## config.mk

```make
export PLATFORM = sky130hd
export DESIGN_NAME = simd_sat_addsub_pipe
export DESIGN_NICKNAME = d
export VERILOG_FILES = /design/src/rtl/simd_pkg.sv /design/src/rtl/simd_sat_lane.sv /design/src/rtl/simd_sat_addsub_pipe.sv
export SDC_FILE = /design/constraint.sdc
export NUM_CORES = 1
export LEC_CHECK = 0
export CORE_MARGIN = 10
export CORE_UTILIZATION = 40
export CTS_BUF_LIST = sky130_fd_sc_hd__clkbuf_8
export CTS_CLUSTER_DIAMETER = 120
export DETAILED_ROUTE_END_ITERATION = 12
export SYNTH_ARGS = -nofsm -noshare
export SYNTH_HDL_FRONTEND = slang
export SYNTH_SLANG_ARGS = --single-unit
```

## constraint.sdc

```tcl
create_clock -name clk -period 3.7 [get_ports clk]
set_clock_uncertainty 0.2 [all_clocks]
set_input_delay 0.74 -clock clk [delete_from_list [all_inputs] [get_ports clk]]
set_output_delay 0.74 -clock clk [all_outputs]
set_load 0.005 [all_outputs]
```

## src/rtl/simd_pkg.sv

```systemverilog
// Shared definitions for the SIMD saturating add/subtract unit.
//   - Mode encodings for the per-beat arithmetic mode.
//   - Saturation limit helpers. Each helper takes a lane width and returns
//     the limit zero-extended to 64 bits. Callers slice the low bits of the
//     result after storing it in a localparam.
package simd_pkg;

  localparam logic [1:0] MODE_WRAP = 2'b00;
  localparam logic [1:0] MODE_SSAT = 2'b01;
  localparam logic [1:0] MODE_USAT = 2'b10;

  // Largest signed value: 0111..1
  function automatic logic [63:0] ssat_max(input int w);
    return (64'd1 << (w - 1)) - 64'd1;
  endfunction

  // Most negative signed value: 1000..0
  function automatic logic [63:0] ssat_min(input int w);
    return 64'd1 << (w - 1);
  endfunction

  // Largest unsigned value: 1111..1
  function automatic logic [63:0] usat_max(input int w);
    return (64'd1 << w) - 64'd1;
  endfunction

endpackage

```

## src/rtl/simd_sat_lane.sv

```systemverilog
// One combinational SIMD lane: a +/- b with wrap, signed-saturating or
// unsigned-saturating result.
// Ports:
//   a, b  : lane operands (LANE_W bits)
//   sub   : 1 = a-b, 0 = a+b
//   mode  : MODE_WRAP / MODE_SSAT / MODE_USAT (2'b11 behaves as MODE_SSAT)
//   r     : lane result
//   sat   : 1 when the result was clamped
module simd_sat_lane
  import simd_pkg::*;
#(
  parameter int LANE_W = 4
) (
  input  logic [LANE_W-1:0] a,
  input  logic [LANE_W-1:0] b,
  input  logic              sub,
  input  logic [1:0]        mode,
  output logic [LANE_W-1:0] r,
  output logic              sat
);

  localparam logic [63:0] SMAX64 = ssat_max(LANE_W);
  localparam logic [63:0] SMIN64 = ssat_min(LANE_W);
  localparam logic [63:0] UMAX64 = usat_max(LANE_W);
  localparam logic [LANE_W-1:0] SMAX = SMAX64[LANE_W-1:0];
  localparam logic [LANE_W-1:0] SMIN = SMIN64[LANE_W-1:0];
  localparam logic [LANE_W-1:0] UMAX = UMAX64[LANE_W-1:0];

  // One extra bit holds every exact sum/difference, including 0 - (most negative).
  logic signed [LANE_W:0] sa;
  logic signed [LANE_W:0] sb;
  logic signed [LANE_W:0] s_exact;
  logic        [LANE_W:0] u_exact;

  always_comb begin
    sa      = signed'({a[LANE_W-1], a});
    sb      = signed'({b[LANE_W-1], b});
    s_exact = sub ? (sa - sb) : (sa + sb);
    // Top bit doubles as carry on add and borrow on subtract.
    u_exact = sub ? ({1'b0, a} - {1'b0, b}) : ({1'b0, a} + {1'b0, b});
    r       = u_exact[LANE_W-1:0];
    sat     = 1'b0;
    case (mode)
      MODE_WRAP: ;
      MODE_USAT: begin
        if (u_exact[LANE_W]) begin
          sat = 1'b1;
          r   = sub ? '0 : UMAX;
        end
      end
      default: begin
        // Sign bit and the bit below it disagree only on overflow; the
        // sign of the exact value picks the clamp direction.
        r = s_exact[LANE_W-1:0];
        if (!s_exact[LANE_W] && s_exact[LANE_W-1]) begin
          sat = 1'b1;
          r   = SMAX;
        end else if (s_exact[LANE_W] && !s_exact[LANE_W-1]) begin
          sat = 1'b1;
          r   = SMIN;
        end
      end
    endcase
  end

endmodule

```

## src/rtl/simd_sat_addsub_pipe.sv

```systemverilog
// Two-stage pipelined SIMD add/subtract with per-lane wrap or saturation,
// a valid/ready handshake on both sides and sticky saturation flags.
// Ports:
//   clk, rst_n          : clock (rising edge), async active-low reset
//   in_valid/in_ready   : operand beat handshake
//   a, b                : packed operands, lane i = x[i*LANE_W +: LANE_W]
//   sub, mode           : per-beat operation and arithmetic mode
//   out_valid/out_ready : result beat handshake
//   result, sat         : packed lane results and per-lane saturation
//   sat_sticky          : OR of sat over consumed beats since reset/clear
//   clr_sticky          : clear sat_sticky (keeps sat of a same-cycle transfer)
module simd_sat_addsub_pipe
  import simd_pkg::*;
#(
  parameter int LANE_W = 4,
  parameter int LANES  = 4
) (
  input  logic                     clk,
  input  logic                     rst_n,
  input  logic                     in_valid,
  output logic                     in_ready,
  input  logic [LANE_W*LANES-1:0]  a,
  input  logic [LANE_W*LANES-1:0]  b,
  input  logic                     sub,
  input  logic [1:0]               mode,
  output logic                     out_valid,
  input  logic                     out_ready,
  output logic [LANE_W*LANES-1:0]  result,
  output logic [LANES-1:0]         sat,
  output logic [LANES-1:0]         sat_sticky,
  input  logic                     clr_sticky
);

  localparam int DATA_W = LANE_W * LANES;

  logic              vld_p1;
  logic [DATA_W-1:0] a_p1;
  logic [DATA_W-1:0] b_p1;
  logic              sub_p1;
  logic [1:0]        mode_p1;

  logic              vld_p2;
  logic [DATA_W-1:0] result_p2;
  logic [LANES-1:0]  sat_p2;
  logic [LANES-1:0]  sticky_p2;

  logic [DATA_W-1:0] lane_r;
  logic [LANES-1:0]  lane_sat;

  logic load_p2;
  logic adv_p1;
  logic in_xfer;
  logic out_xfer;

  assign load_p2  = !vld_p2 || out_ready;
  assign adv_p1   = load_p2;
  assign in_ready = !vld_p1 || adv_p1;
  assign in_xfer  = in_valid && in_ready;
  assign out_xfer = vld_p2 && out_ready;

  // Stage 1: operand capture
  always_ff @(posedge clk or negedge rst_n) begin
    if (!rst_n) begin
      vld_p1 <= 1'b0;
    end else if (in_ready) begin
      vld_p1 <= in_valid;
    end
  end

  always_ff @(posedge clk) begin
    if (in_xfer) begin
      a_p1    <= a;
      b_p1    <= b;
      sub_p1  <= sub;
      mode_p1 <= mode;
    end
  end

  for (genvar i = 0; i < LANES; i++) begin : g_lane
    simd_sat_lane #(.LANE_W(LANE_W)) u_lane (
      .a    (a_p1[i*LANE_W +: LANE_W]),
      .b    (b_p1[i*LANE_W +: LANE_W]),
      .sub  (sub_p1),
      .mode (mode_p1),
      .r    (lane_r[i*LANE_W +: LANE_W]),
      .sat  (lane_sat[i])
    );
  end

  // Stage 2: result register and sticky flags
  always_ff @(posedge clk or negedge rst_n) begin
    if (!rst_n) begin
      vld_p2    <= 1'b0;
      result_p2 <= '0;
      sat_p2    <= '0;
    end else if (load_p2) begin
      vld_p2 <= vld_p1;
      if (vld_p1) begin
        result_p2 <= lane_r;
        sat_p2    <= lane_sat;
      end
    end
  end

  always_ff @(posedge clk or negedge rst_n) begin
    if (!rst_n) begin
      sticky_p2 <= '0;
    end else if (clr_sticky) begin
      sticky_p2 <= out_xfer ? sat_p2 : '0;
    end else if (out_xfer) begin
      sticky_p2 <= sticky_p2 | sat_p2;
    end
  end

  assign out_valid  = vld_p2;
  assign result     = result_p2;
  assign sat        = sat_p2;
  assign sat_sticky = sticky_p2;

endmodule

```

==> qor.txt <==
Final Cell Area: 4680 sq um
Die X: 116 microns
Crit path arrival time: 3170 ps
Status: finished clean
Worst vdd ir: 0.000217 V
First-pass GRT wire length: 13100 microns
Post-CTS Resized: 0
Starting Density: 41.7%
Final HPWL DP: 5850 microns
Drt first pass iters: 4
Leak pwr: 1.95 nW
Worst Setup Start Kind: register
Least-Margin Pin Slew: 718 ps
Post-synth EDFFs: 35
Tmin final: 3150 ps
Worst Setup End Kind: register
Gpl congestion: 0.860
Final setup vio count: 0
Critical path type: reg2reg
CTS Sinks: 61
Clock slew at reported path FFs: 70 ps
Fmax: 0.317 GHz
Mapped Area: 3690 sq um
Worst min path class: reg2reg
N_diodes: 0
Vias per inst: 4.94
Port Buffer Count: 65
Via count: 2684
Syn Area/Cell: 10.3 sq um
Yosys warns: 0
WP data required: 3710 ps
CTS tree: done
Final-report max-slew violation count: 0
Routed len/inst: 14.2 microns
Fraction of layout cells with a size suffix above 1: 8.28%
# nets final: 503
Rows: 34
DRT iter0 DRCs: 117
Die H: 116 microns
# DRC: 0
Main synth FF type: edfxtp_1
Total track usage: 12.2%
Gate count after technology mapping: 357
Die area: 13500 sq um
Largest net degree at the start of global routing: 36
Number of post-CTS setup repair buffers: 0
Yosys cell types: 47
Final Hold Fails: 0
Vias in the first global route: 2763
Skew-Pair Late Insertion Delay: 330 ps
Number of max-cap violations: 0
Slew headroom: 52.2%
Clock buffer depth: 2
CTS Hold Bufs: 0
DP Area: 4500 sq um
Post-synthesis sequential area ratio: 46.1%
Tcrit/Tclk final: 85.3%
TNS Setup: 0 ps
Async SR Flop Fraction: 42.6%
H-Tree Depth: 3
Synth-to-Final Area Change: 26.8%
CTS Buf Count: 9
Crit-path max FO: 4
RSZ-0062 raised after global routing: false
Post-synthesis register bit count: 61
ANT nets after route: 0
Initial antenna violation count: 0
GRT overflow: 0
Mapped Nets: 430
Final WL: 7710 microns
Clk root buf: clkbuf_8
I/O Pins: 66
Core Footprint: 8850 sq um
Pwr/cell area: 492 nW/um^2
## final timing paths
kind                       cells after the start  slack, ps                endpoint                  start
max                                           13        550   result[1]$_DFFE_PN0P_      b_p1[0]$_DFFE_PP_
min                                            2        300   result[5]$_DFFE_PN0P_  result[5]$_DFFE_PN0P_
max reg2reg                                   13        550   result[1]$_DFFE_PN0P_      b_p1[0]$_DFFE_PP_
min reg2reg                                    2        300   result[5]$_DFFE_PN0P_  result[5]$_DFFE_PN0P_
max in group asynchronous                      2       2450  result[10]$_DFFE_PN0P_                  rst_n
min in group asynchronous                      2        580   result[1]$_DFFE_PN0P_                  rst_n
## cell usage after synthesis, drive strengths merged (6+ instances only)
| library cell | number | share of area, % |
|---|---|---|
| nor2 | 38 | 3.9 |
| edfxtp | 35 | 28 |
| inv | 33 | 3.4 |
| ha | 29 | 9.8 |
| a21oi | 26 | 4.0 |
| dfrtp | 26 | 18 |
| xnor2 | 24 | 5.7 |
| nand2 | 20 | 2.0 |
| o21ai | 16 | 2.2 |
| nand2b | 13 | 2.2 |
| and2 | 8 | 1.4 |
| nand3 | 7 | 0.95 |
| clkbuf | 6 | 0.61 |
| nor3b | 6 | 1.2 |
## critical path, cell delays in order (launching register included)
cell      delay, ps
edfxtp_1        420
inv_1            80
ha_1            220
mux2_2          280
fa_1            420
nand2b_1        170
a21oi_1         330
xnor2_1         210
inv_1            70
ha_1            190
nand2_1          60
nand2_1          90
a21oi_1         190
a211oi_1        100
## stage by stage
step           utilization, %  hold WS [ps]  std cells  power [mW]  worst slack, ps
2_1_floorplan               -           244        357        1.39              509
3_3_place_gp             50.8           260        527        1.75              659
3_5_place_dp             50.8           292        527        1.76              561
4_1_cts                  52.9           307        543        2.34              527
5_1_grt                  52.9           325        543        2.48              344
6_report                 52.9           295        543        2.30              545
## sequential cells by signal (all words and copies together) (netlist names)
name        cells
a_p1           16
b_p1           16
result         16
sat             4
sat_sticky      4
mode_p1         2
out_valid       1
sub_p1          1
vld_p1          1
## cells in the final DEF, fill, tap and decap left out, types with 3 or more instances in the layout
| master | count |
|---|---|
| a211oi_1 | 3 |
| a21boi_0 | 4 |
| a21o_1 | 3 |
| a21oi_1 | 21 |
| a21oi_2 | 5 |
| a2bb2oi_1 | 4 |
| and2_1 | 7 |
| buf_4 | 6 |
| clkbuf_8 | 10 |
| clkdlybuf4s50_1 | 65 |
| dfrtp_1 | 26 |
| edfxtp_1 | 35 |
| fa_1 | 4 |
| ha_1 | 29 |
| inv_1 | 37 |
| mux2_2 | 3 |
| nand2_1 | 20 |
| nand2b_1 | 13 |
| nand3_1 | 7 |
| nand3b_1 | 5 |
| nor2_1 | 37 |
| nor3_1 | 4 |
| nor3b_1 | 6 |
| o21ai_0 | 16 |
| o31ai_1 | 4 |
| or2_2 | 5 |
| xnor2_1 | 24 |
| xor2_1 | 3 |
## area by class of cell
type                    instances  area, sq um
well taps                     108          135
clock buffers                  10          138
clock inverters                 6         50.0
fillers                       828         4170
inverters                      34          128
flip-flops and latches         61         1700
repair buffers                 72          716
multi-input cells             252         1820
## where the power goes
part	internal, mW	leakage [nW]	switching [mW]
clock	0.319	0.111	0.247
sequential	0.844	0.644	0.0823
combinational	0.452	1.19	0.358
total	1.61	1.95	0.687
## metal layers
metal,track usage (%),up-vias,share of wire [%]
met3,4.29,8,6.1
met1,14.7,1233,47
met5,0,-,0
li1,-,1379,-
met4,4.50,0,1.7
met2,19.8,64,45
## cell families (layout without fill, tap and decap cells)
logic type	count (synthesis)	after routing	synth area share (%)
simple gates	111	111	15.1
compound gates	74	74	13.4
flops	61	61	46.1
buf+inv	44	122	4.74
fa+ha+maj	33	33	12.0
xor+xnor	27	27	6.40
mux	7	7	2.27
Note: power is estimated with default switching activity, not from simulation.
